## config.mk

```make
export PLATFORM = sky130hd
export DESIGN_NAME = pipeline_ctrl
export DESIGN_NICKNAME = d
export VERILOG_FILES = /design/src/rtl/pipe_ctrl_pkg.sv /design/src/rtl/pipeline_ctrl_load_use_detect.sv /design/src/rtl/pipeline_ctrl.sv
export SDC_FILE = /design/constraint.sdc
export NUM_CORES = 1
export LEC_CHECK = 0
export ABC_AREA = 1
export ABC_CLOCK_PERIOD_IN_PS = 1700
export CAP_MARGIN = 10
export CORE_AREA = 2 2 63 65
export CTS_BUF_LIST = sky130_fd_sc_hd__clkbuf_4 sky130_fd_sc_hd__clkbuf_8
export DETAILED_ROUTE_END_ITERATION = 10
export DIE_AREA = 0 0 65 67
export PLACE_DENSITY_LB_ADDON = 0.15
export SETUP_SLACK_MARGIN = 0.4
export SLEW_MARGIN = 40
export SYNTH_ARGS = -nofsm -noshare
export SYNTH_HDL_FRONTEND = slang
export SYNTH_HIERARCHICAL = 1
export SYNTH_SLANG_ARGS = --single-unit
```

## constraint.sdc

```tcl
create_clock -name clk -period 1.7 [get_ports clk]
set_input_delay 0.255 -clock clk [delete_from_list [all_inputs] [get_ports clk]]
set_output_delay 0.255 -clock clk [all_outputs]
set_load 0.01 [all_outputs]
```

## src/rtl/pipe_ctrl_pkg.sv

```systemverilog
// Shared types and constants for the pipeline sequencer.
package pipe_ctrl_pkg;

    typedef enum logic [0:0] {
        RUN      = 1'b0,
        MEM_WAIT = 1'b1
    } ctrl_state_e;

    typedef struct packed {
        logic pc_en;
        logic if_id_en;
        logic if_id_flush;
        logic id_ex_en;
        logic id_ex_flush;
        logic ex_mem_en;
        logic mem_wb_en;
        logic mem_wb_flush;
    } stage_ctrl_t;

    localparam logic [4:0] REG_ZERO = 5'd0;

    // Every stage advances, nothing is squashed.
    localparam stage_ctrl_t CTRL_RUN = '{
        pc_en: 1'b1, if_id_en: 1'b1, if_id_flush: 1'b0, id_ex_en: 1'b1,
        id_ex_flush: 1'b0, ex_mem_en: 1'b1, mem_wb_en: 1'b1, mem_wb_flush: 1'b0
    };

    // Upstream stages hold; MEM/WB takes a bubble so the stalled access
    // is not written back twice.
    localparam stage_ctrl_t CTRL_FREEZE = '{
        pc_en: 1'b0, if_id_en: 1'b0, if_id_flush: 1'b0, id_ex_en: 1'b0,
        id_ex_flush: 1'b0, ex_mem_en: 1'b0, mem_wb_en: 1'b1, mem_wb_flush: 1'b1
    };

    // Values forced while rst_n is low.
    localparam stage_ctrl_t CTRL_RESET = '{
        pc_en: 1'b0, if_id_en: 1'b0, if_id_flush: 1'b1, id_ex_en: 1'b0,
        id_ex_flush: 1'b1, ex_mem_en: 1'b0, mem_wb_en: 1'b0, mem_wb_flush: 1'b1
    };

endpackage

```

## src/rtl/pipeline_ctrl_load_use_detect.sv

```systemverilog
// Load-use hazard compare: a load in EX whose destination feeds the
// instruction currently in ID.
module load_use_detect
    import pipe_ctrl_pkg::*;
(
    input  logic       ex_valid,
    input  logic       ex_mem_read,
    input  logic [4:0] ex_rd,
    input  logic       id_valid,
    input  logic [4:0] id_rs1_id,
    input  logic [4:0] id_rs2_id,
    input  logic       id_uses_rs2,
    output logic       hazard
);

    logic rs1_match;
    logic rs2_match;

    // x0 is never a real dependency, so a load targeting it never stalls.
    always_comb begin
        rs1_match = (ex_rd == id_rs1_id);
        rs2_match = id_uses_rs2 && (ex_rd == id_rs2_id);
        hazard    = ex_valid && ex_mem_read && (ex_rd != REG_ZERO) &&
                    id_valid && (rs1_match || rs2_match);
    end

endmodule

```

## src/rtl/pipeline_ctrl.sv

```systemverilog
// Central sequencer for the IF/ID, ID/EX, EX/MEM and MEM/WB registers.
// Optional performance counters are built when PIPE_CTRL_PERF_EN is defined.
//
// Data-memory handshake: dmem_req is high whenever EX/MEM holds a load or
// store and stays high until the cycle dmem_ready is sampled high; that
// cycle completes the access. dmem_ready while dmem_req is low is ignored.
module pipeline_ctrl
    import pipe_ctrl_pkg::*;
#(
    parameter int MEM_TIMEOUT = 64,
    parameter int CNT_W       = 32
) (
    input  logic              clk,
    input  logic              rst_n,
    input  logic              id_valid,
    input  logic [4:0]        id_rs1_id,
    input  logic [4:0]        id_rs2_id,
    input  logic              id_uses_rs2,
    input  logic              ex_valid,
    input  logic              ex_mem_read,
    input  logic [4:0]        ex_rd,
    input  logic              ex_branch_taken,
    input  logic [31:0]       ex_branch_target,
    input  logic              mem_valid,
    input  logic              mem_read,
    input  logic              mem_write,
    input  logic              dmem_ready,
    output logic              dmem_req,
    output logic              pc_en,
    output logic              if_id_en,
    output logic              if_id_flush,
    output logic              id_ex_en,
    output logic              id_ex_flush,
    output logic              ex_mem_en,
    output logic              mem_wb_en,
    output logic              mem_wb_flush,
    output logic              redirect_valid,
    output logic [31:0]       redirect_pc,
    output logic              dmem_err,
`ifdef PIPE_CTRL_PERF_EN
    output logic [CNT_W-1:0]  perf_cycles,
    output logic [CNT_W-1:0]  perf_stalls,
    output logic [CNT_W-1:0]  perf_flushes,
`endif
    output ctrl_state_e       state
);

    localparam int              TO_W    = $clog2(MEM_TIMEOUT);
    localparam logic [TO_W-1:0] TO_LAST = TO_W'(MEM_TIMEOUT - 1);

    if (MEM_TIMEOUT < 2 || CNT_W < 1) begin : g_param_check
        $error("pipeline_ctrl: MEM_TIMEOUT must be >= 2 and CNT_W >= 1");
    end

    ctrl_state_e     state_next;
    logic [TO_W-1:0] to_cnt;
    logic [TO_W-1:0] to_cnt_next;
    logic            err_set;
    logic            dmem_err_q;
    logic            mem_acc;
    logic            branch_taken;
    logic            load_use;
    logic            freeze;
    logic            redirect;
    stage_ctrl_t     normal_ctrl;
    stage_ctrl_t     ctrl;
    stage_ctrl_t     ctrl_out;

    assign mem_acc      = mem_valid && (mem_read || mem_write);
    assign branch_taken = ex_valid && ex_branch_taken;

    load_use_detect u_load_use_detect (
        .ex_valid    (ex_valid),
        .ex_mem_read (ex_mem_read),
        .ex_rd       (ex_rd),
        .id_valid    (id_valid),
        .id_rs1_id   (id_rs1_id),
        .id_rs2_id   (id_rs2_id),
        .id_uses_rs2 (id_uses_rs2),
        .hazard      (load_use)
    );

    // Unfrozen stage controls: a taken branch outranks load-use because the
    // dependent instruction in ID is being discarded anyway.
    always_comb begin
        normal_ctrl = CTRL_RUN;
        if (branch_taken) begin
            normal_ctrl.if_id_flush = 1'b1;
            normal_ctrl.id_ex_flush = 1'b1;
        end else if (load_use) begin
            normal_ctrl.pc_en       = 1'b0;
            normal_ctrl.if_id_en    = 1'b0;
            normal_ctrl.id_ex_flush = 1'b1;
        end
    end

    // Next-state, watchdog and freeze selection.
    always_comb begin
        state_next  = state;
        to_cnt_next = to_cnt;
        err_set     = 1'b0;
        freeze      = 1'b0;
        ctrl        = normal_ctrl;
        unique case (state)
            RUN: begin
                if (mem_acc && !dmem_ready) begin
                    state_next  = MEM_WAIT;
                    to_cnt_next = '0;
                    freeze      = 1'b1;
                end
            end
            MEM_WAIT: begin
                if (dmem_ready) begin
                    state_next  = RUN;
                    to_cnt_next = '0;
                end else if (to_cnt == TO_LAST) begin
                    // Abort: drop the access but let everything else move.
                    state_next        = RUN;
                    to_cnt_next       = '0;
                    err_set           = 1'b1;
                    ctrl.mem_wb_flush = 1'b1;
                end else begin
                    to_cnt_next = to_cnt + 1'b1;
                    freeze      = 1'b1;
                end
            end
            default: begin
                state_next  = RUN;
                to_cnt_next = '0;
            end
        endcase
        if (freeze) begin
            ctrl = CTRL_FREEZE;
        end
        // A branch held in EX during a freeze acts only once released.
        redirect = branch_taken && !freeze;
    end

    // State, watchdog counter and sticky error register.
    always_ff @(posedge clk or negedge rst_n) begin
        if (!rst_n) begin
            state      <= RUN;
            to_cnt     <= '0;
            dmem_err_q <= 1'b0;
        end else begin
            state      <= state_next;
            to_cnt     <= to_cnt_next;
            dmem_err_q <= dmem_err_q || err_set;
        end
    end

    // Output drive, overridden combinationally while reset is asserted.
    always_comb begin
        if (!rst_n) begin
            ctrl_out       = CTRL_RESET;
            dmem_req       = 1'b0;
            redirect_valid = 1'b0;
            redirect_pc    = 32'd0;
        end else begin
            ctrl_out       = ctrl;
            dmem_req       = mem_acc;
            redirect_valid = redirect;
            redirect_pc    = redirect ? ex_branch_target : 32'd0;
        end
    end

    assign pc_en        = ctrl_out.pc_en;
    assign if_id_en     = ctrl_out.if_id_en;
    assign if_id_flush  = ctrl_out.if_id_flush;
    assign id_ex_en     = ctrl_out.id_ex_en;
    assign id_ex_flush  = ctrl_out.id_ex_flush;
    assign ex_mem_en    = ctrl_out.ex_mem_en;
    assign mem_wb_en    = ctrl_out.mem_wb_en;
    assign mem_wb_flush = ctrl_out.mem_wb_flush;
    assign dmem_err     = dmem_err_q;

`ifdef PIPE_CTRL_PERF_EN
    logic stall_cycle;
    assign stall_cycle = freeze || (load_use && !branch_taken);

    // Saturating performance counters.
    always_ff @(posedge clk or negedge rst_n) begin
        if (!rst_n) begin
            perf_cycles  <= '0;
            perf_stalls  <= '0;
            perf_flushes <= '0;
        end else begin
            if (perf_cycles != '1) begin
                perf_cycles <= perf_cycles + 1'b1;
            end
            if (stall_cycle && perf_stalls != '1) begin
                perf_stalls <= perf_stalls + 1'b1;
            end
            if (redirect && perf_flushes != '1) begin
                perf_flushes <= perf_flushes + 1'b1;
            end
        end
    end
`endif

endmodule

```

==> impl_results.md <==
* Relative contribution of sequential cells to total power at 22.4%
* Wire per inst at around 12 um
* DRC viols at 0
* Total routing resource utilization after global routing at 18.1%
* Die width at approximately 65 um
* Worst path slowest cell: dfrtp_1
* Synthesized area at between 0.001 and 0.0015 sq mm
* Gate family responsible for the most delay along the worst path: buffers and inverters
* Yosys reg bits at 8
* Cell depth of the worst flop-to-flop path at 8
* Site row count at 22
* Warning count from the yosys run at 6
* Crit path max fanout at 6
* TritonCTS Buffers at 3
* Most common cell after layout, fill and taps aside: inv_1
* Setup slack of the critical path after layout at -0.264 ns
* Placeable core region at 0.00361 sq mm
* Synth Net Count at 250
* Peak per-stage delay on the critical path at 0.38 ns
* Switching pwr at 356 uW
* Post-synthesis to final-layout area growth at 141%
* Detailed router's first-iteration violation count at 25
* Category of the worst setup path capture point: output pin
* Cell breakdown of the critical path: ha_4 -> nand3_4 -> o21ai_4 -> nand4_4 -> buf_6 -> clkbuf_16 -> nor2_2 -> buf_2
* Final Max Tran Viols at 0
* Final critical delay including setup and external delays at 1.96 ns
* Worst setup slack before clock tree synthesis at -0.711 ns
* VDD IR max at 0.000375 V
* Achievable frequency at 509 MHz
* Cell-internal power at about 710 uW
* Final number of setup-violating endpoints at 39
* Switching part of the total power at 33.3%
* Final period utilization at 116%
* Slew @ Worst Pin at 0.270 ns
* Number of hold buffers added after cts at 0
* Largest clock skew in the final design at 0.00163 ns
* Die footprint at 0.00436 sq mm
* Final Total Pwr at roughly 1.1 mW
* Number of buffers on the longest clock path at 2
* Floorplan die height at approximately 67 um
* Synthesized area divided by synthesized cell count at 5.71 sq um
* Starting utilization of the core area at between 30% and 40%
* Diode count at 0
* CTS tree: done
* Number of iterations in the first detailed-routing pass at 4
* Start-to-end type of the worst setup path: flop to output pin
* CP bufs+invs at 3
* Estimated wirelength of the detail-placed design at 3210 um
* Antenna violations before repair at 0
* Number of cells produced by synthesis at 191
* Number of hold-slack violations in the final timing report at 0
* CP arrival at about 1.7 ns
* Clock group share of total power at ~22%
* Detail-routed via count per cell at ~4.3
* Post-route ant nets at 0
* WP data required at roughly 1.4 ns
* Clock input transition at the sequential cells of the worst setup and hold paths at 0.04 ns
* Latest clock arrival within the worst-skew pair at 0.23 ns
* Sum of routed wire length over all layers at 4420 um
* Largest net degree at the start of global routing at 13
* Clk sinks at 8
* # Max-Cap Violations at 0
* Vias after detailed routing at 1584
* Depth of the CTS H-tree at 1
* Remaining max-slew budget at the tightest pin at 81.9%
* Via count of the first global-routing pass at 1408
* Wire length of the first global-routing pass at 6220 um
* Critical register-to-register path startpoint: to_cnt[0]
* Power density over the cells at 408 mW/mm^2
* Hold Path Class: input pin to asynchronous set/reset pin
* Total leakage power at 1.42 nW
* Share of layout cells above drive strength 1 at around two fifths
* Violations in the final reports: setup timing
* Root Buffer: clkbuf_8
* Reg2Reg Setup Slack at 0.36 ns
* GRT overflow at 0
* Boundary Pins at 102
* R2r endpoint: to_cnt[0]
* Fill cells at between 300 and 400
* Nets at 384
* Status: finished with violations
* Highest-count cells in the layout ignoring fill and taps: 55 x inv_1, 47 x clkdlybuf4s50_1, 42 x nand2_1, 24 x buf_6, 24 x buf_4
* Setup repair after global routing missed its margin: true
* Total Neg Setup Slack at -8.05 ns
* Fraction of the yosys area taken by sequential cells at 18.4%
* Number of buffers added on ports at about 100
* Routability congestion estimate from global placement at approximately 0.80
* Comb pwr share at 55.9%
* Distinct cell type count of the synthesized netlist at 22
* Startpoint type of the worst setup path: flop
[flip-flops by register name, summed over array words and instances, names as in the netlist]
register  flops
to_cnt        6
state         1
dmem_err      1
[synthesized netlist by cell type]
library cell  instances  area [sq um]
and3_1                1          6.26
nand4_4               1          21.3
nand2_2               1          6.26
ha_1                  1          12.5
xnor2_1               1          8.76
nand3_1               5          25.0
inv_1                57           214
a21oi_1               5          25.0
o21bai_1              1          7.51
nand2_1              43           161
o21ai_0               5          25.0
inv_2                 1          3.75
nor2_2               27           169
nor2_4                2          22.5
buf_6                 3          33.8
nor2_1               18          67.6
buf_4                 3          22.5
o21a_1                1          7.51
dfrtp_1               8           200
o21ai_2               1          8.76
nand4_1               5          31.3
nand3_2               1          10.0
[routing by layer]
layer  global-route usage (%)  part of all wire [%]  wire length [um]  vias to the layer above
met5                        0                     0                 0                        -
met4                     4.52                  0.84                37                        0
met3                     5.07                   8.4               371                        7
met2                     33.2                    52              2280                       81
met1                     20.4                    39              1730                      683
li1                         -                     -                 -                      813
[power by group through the flow]
stage	Clock, mW	Combinational [mW]	Sequential (mW)
3_5_place_dp	0	0.502	0.234
5_1_grt	0.252	0.652	0.243
6_report	0.232	0.598	0.240
4_1_cts	0.240	0.534	0.239
2_1_floorplan	0	0.187	0.244
3_3_place_gp	0	0.497	0.233
[kinds of logic after synthesis]
group	Yosys count	synth area share (%)
AND/OR/NAND/NOR	104	47.8
buffers and inverters	64	25.1
AO/OA/AOI/OAI	13	6.77
flip-flops	8	18.4
XOR/XNOR	1	0.804
adder cells (fa/ha/maj)	1	1.15
[worst min-delay path: stages]
cell	delay (ns)
clkdlybuf4s15_2	0.25
buf_6	0.14
buf_8	0.13
[through the flow]
stage | util (%) | area (sq um) | hold slack, ns | std cells
after CTS | 66.2 | 2390 | 0.222 | 368
after detailed placement | 63.9 | 2300 | 0.466 | 355
final | 72.7 | 2620 | 0.213 | 371
after floorplan | - | 1120 | -0.0406 | 191
after global placement | 63.9 | 2300 | 0.448 | 355
after global routing | 72.7 | 2620 | 0.213 | 371
[how the worst max path moves through the flow]
stage	start	endpoint	slack [ns]	cells past startpoint
4_1_cts	to_cnt[1]	redirect_pc[0]	-0.25	8
2_1_floorplan	to_cnt[0]	pc_en	0.13	6
6_report	to_cnt[0]	redirect_pc[14]	-0.26	8
5_1_grt	to_cnt[1]	redirect_pc[14]	-0.35	8
3_3_place_gp	ex_rd[0]	id_ex_flush	-0.64	10
3_5_place_dp	ex_rd[0]	id_ex_flush	-0.71	10
[timing repair]
action	in CTS	in global routing
gates resized for setup	199	41
pin swaps	6	7
setup endpoints to repair	45	48
gates cloned	3	1
buffers inserted	7	2
[area by class of cell]
class                           count  area (sq um)  area share, %
Clock buffer                        3          41.3           1.57
Inverter                           58           218           8.30
Multi-Input combinational cell    119           777           29.6
Sequential cell                     8           200           7.63
Tap cell                           48          60.1           2.29
Timing Repair Buffer              135          1330           50.6
Note: power is estimated with default switching activity, not from simulation.
==> patch: new RTL, same settings <==
Put a register stage on the output `redirect_valid`. The value now appears one clock later. The other outputs are not delayed to match.
--- a/src/rtl/pipeline_ctrl.sv
+++ b/src/rtl/pipeline_ctrl.sv
@@ -48,6 +48,8 @@
     localparam int              TO_W    = $clog2(MEM_TIMEOUT);
     localparam logic [TO_W-1:0] TO_LAST = TO_W'(MEM_TIMEOUT - 1);
 
+    logic redirect_valid_d;
+
     if (MEM_TIMEOUT < 2 || CNT_W < 1) begin : g_param_check
         $error("pipeline_ctrl: MEM_TIMEOUT must be >= 2 and CNT_W >= 1");
     end
@@ -154,12 +156,12 @@
         if (!rst_n) begin
             ctrl_out       = CTRL_RESET;
             dmem_req       = 1'b0;
-            redirect_valid = 1'b0;
+            redirect_valid_d = 1'b0;
             redirect_pc    = 32'd0;
         end else begin
             ctrl_out       = ctrl;
             dmem_req       = mem_acc;
-            redirect_valid = redirect;
+            redirect_valid_d = redirect;
             redirect_pc    = redirect ? ex_branch_target : 32'd0;
         end
     end
@@ -198,5 +200,9 @@
     end
 `endif
 
+    always_ff @(posedge clk) begin
+        redirect_valid <= redirect_valid_d;
+    end
+
 endmodule
 
Formal check against the unedited RTL: not equivalent (Yosys sat finds a counterexample within 4 cycles, from zero or initial values and one cycle with rst_n low).
==> patch against the original RTL <==
- the flow still finishes with violations (negative setup slack)
- wire length is 16% lower
- worst setup slack worse by 0.057 ns
- sequential cell count rose by 1
- sequential power increased by 11%
- first-iteration DRC count shrank 16%
- total power decreased by 1.1%
- cell area shrank 5.2%
- synthesized area increased by 0.69%
- maximum frequency fell by 2.8%
- critical path type unchanged
- critical endpoint is now redirect_pc[2]
==> patch: results (changes against the original RTL) <==
Cells and area
The number of nets at the end of the flow is 379 (-1.3%). The register containing the most flip-flops in the final layout is to_cnt. The fraction of final layout cells sized beyond drive strength 1 came to 39.2% (-0.44 points). The antenna diode count is 0 (unchanged).

Timing
The post-route worst setup slack is -0.321 ns (-0.0568 ns). The setup clock skew after layout was 0.000812 ns (-0.000820 ns). The count of endpoints failing setup in the final report was 39 (unchanged).

The slew of the pin with the lowest slew margin is 0.220 ns (-0.0499 ns). The setup total negative slack is -9.60 ns (-1.55 ns).

Global route
The overall track demand over capacity in global routing is 16.8% (-1.3 points). The wire length of the first global-routing pass is 5.68 mm (-8.7%). The initial antenna violation count came to 0 (unchanged). The number of global-route vias before repair was 1420 (+0.85%).

Setup path
The launch instance of the worst register-to-register path is to_cnt[0]. The flop-to-flop setup slack is 0.34 ns (-0.02 ns). The endpoint of the lowest-slack register-to-register path is to_cnt[4].

The largest fanout of any net on the critical path was 7 (+1).

Place
The detailed-placement wirelength estimate is 3.05 mm (-4.8%). The cell area reported after detailed placement is 2340 um2 (+1.7%). The minimum setup slack after placement is -0.624 ns (+0.0870 ns). The final RePlAce weighted congestion is 0.757 (-4.9%).

Logic synthesis
The number of nets in the synthesized netlist is 247 (-1.2%). The post-synthesis async set-or-reset flop share was 88.9% (-11 points). The sequential element share of the synthesized area is 20.1% (+1.7 points).

In the post-synthesis netlist, the biggest area contributors are sky130_fd_sc_hd__inv_1 (19%), sky130_fd_sc_hd__dfrtp_1 (18%), sky130_fd_sc_hd__nor2_2 (17%). Ranked by instance count, the synthesized netlist is headed by sky130_fd_sc_hd__inv_1 (55), sky130_fd_sc_hd__nand2_1 (44), sky130_fd_sc_hd__nor2_2 (29). The number of distinct library cells after synthesis is 25 (+14%).

Power and ir drop
The leakage component of the power was 1.43 nW (+0.81%). The peak supply drop is 0.000192 V (-49%).

Drt
The count of routing violations after the opening detailed-route iteration was 21 (-16%). The first-pass iteration count of the detailed router is 4 (unchanged). The total detailed-routing wirelength came to 3.71 mm (-16%). The post-detailed-route via-to-cell ratio is 3.99 (-6.4%).

CTS
The TritonCTS buffer count came to 3 (unchanged). The later pin in the worst-skew pair is clocked with a latency of 0.24 ns.

Run status
The flow ran to the end, but the final reports show violations. The final reports fail on negative setup slack.

Flow run
The number of max-cap violations is 0 (unchanged).
==> patch: changes by cell type after synthesis, sizes merged, moves of 2 or more <==
| cell | unedited run | this run |
|---|---|---|
| a21oi | 5 | 3 |
| inv | 58 | 56 |
| nand4 | 6 | 4 |
| o21ai | 6 | 4 |
| xor2 | 0 | 2 |
==> patch: where the power goes <==
group / leakage (nW) / switching, mW / internal (mW) / total (mW)
clock: 0.0262 / 0.0897 / 0.180 / 0.269
sequential: 0.111 / 0.0264 / 0.240 / 0.266
combinational: 1.29 / 0.216 / 0.305 / 0.522
total: 1.43 / 0.332 / 0.725 / 1.06
==> patch: repair_timing <==
action | in CTS | in global routing
resized for setup | 181 | 41
pin swaps | 4 | 8
setup endpoints to repair | 47 | 45
buffers inserted | 6 | 1
==> patch: metal layers <==
metal	vias to the layer above	global-route usage, %	share of wire (%)
met2	40	33.5	57
li1	795	-	-
met1	622	17.0	37
met3	9	2.03	3.4
met5	-	0	0
met4	0	7.98	2.3
==> patch: worst max-delay path by stage <==
stage,from,end,slack [ns]
2_1_floorplan,to_cnt[0],redirect_pc[10],0.13
3_3_place_gp,ex_rd[0],id_ex_flush,-0.61
5_1_grt,to_cnt[0],redirect_pc[10],-0.39
6_report,to_cnt[0],redirect_pc[2],-0.32
4_1_cts,to_cnt[0],redirect_pc[1],-0.34
3_5_place_dp,mem_write,redirect_pc[1],-0.62
==> patch: kinds of logic (layout without fill, tap and decap cells) <==
family                   after synthesis  after routing  synth area share (%)
AO/OA/AOI/OAI                         10             10                  6.16
XOR/XNOR                               3              3                  2.39
adder cells (fa/ha/maj)                1              1                  1.14
buffers and inverters                 62            193                  24.3
flip-flops                             9              9                  20.1
AND/OR/NAND/NOR                      103            103                  46.0
==> patch: final cells by class <==
cell class,count,area [um2]
sequential,9,220
clock buffer,4,48.8
fill,320,1120
tap,48,60.1
multi-input combinational,117,729
inverter,56,210
timing repair buffer,133,1220
==> patch: worst max-delay path, stage by stage, from the launching register on <==
cell	delay (ns)
sky130_fd_sc_hd__dfrtp_1	0.40
sky130_fd_sc_hd__ha_4	0.17
sky130_fd_sc_hd__nand3_4	0.08
sky130_fd_sc_hd__o21ai_4	0.18
sky130_fd_sc_hd__nand4_4	0.17
sky130_fd_sc_hd__buf_12	0.18
sky130_fd_sc_hd__buf_12	0.14
sky130_fd_sc_hd__nor2_2	0.07
sky130_fd_sc_hd__buf_2	0.13
==> patch: per-stage QoR <==
step	hold WS, ns	std cells
2_1_floorplan	-0.0406	188
3_3_place_gp	0.452	356
3_5_place_dp	0.458	356
4_1_cts	0.112	366
5_1_grt	0.114	367
6_report	0.110	367
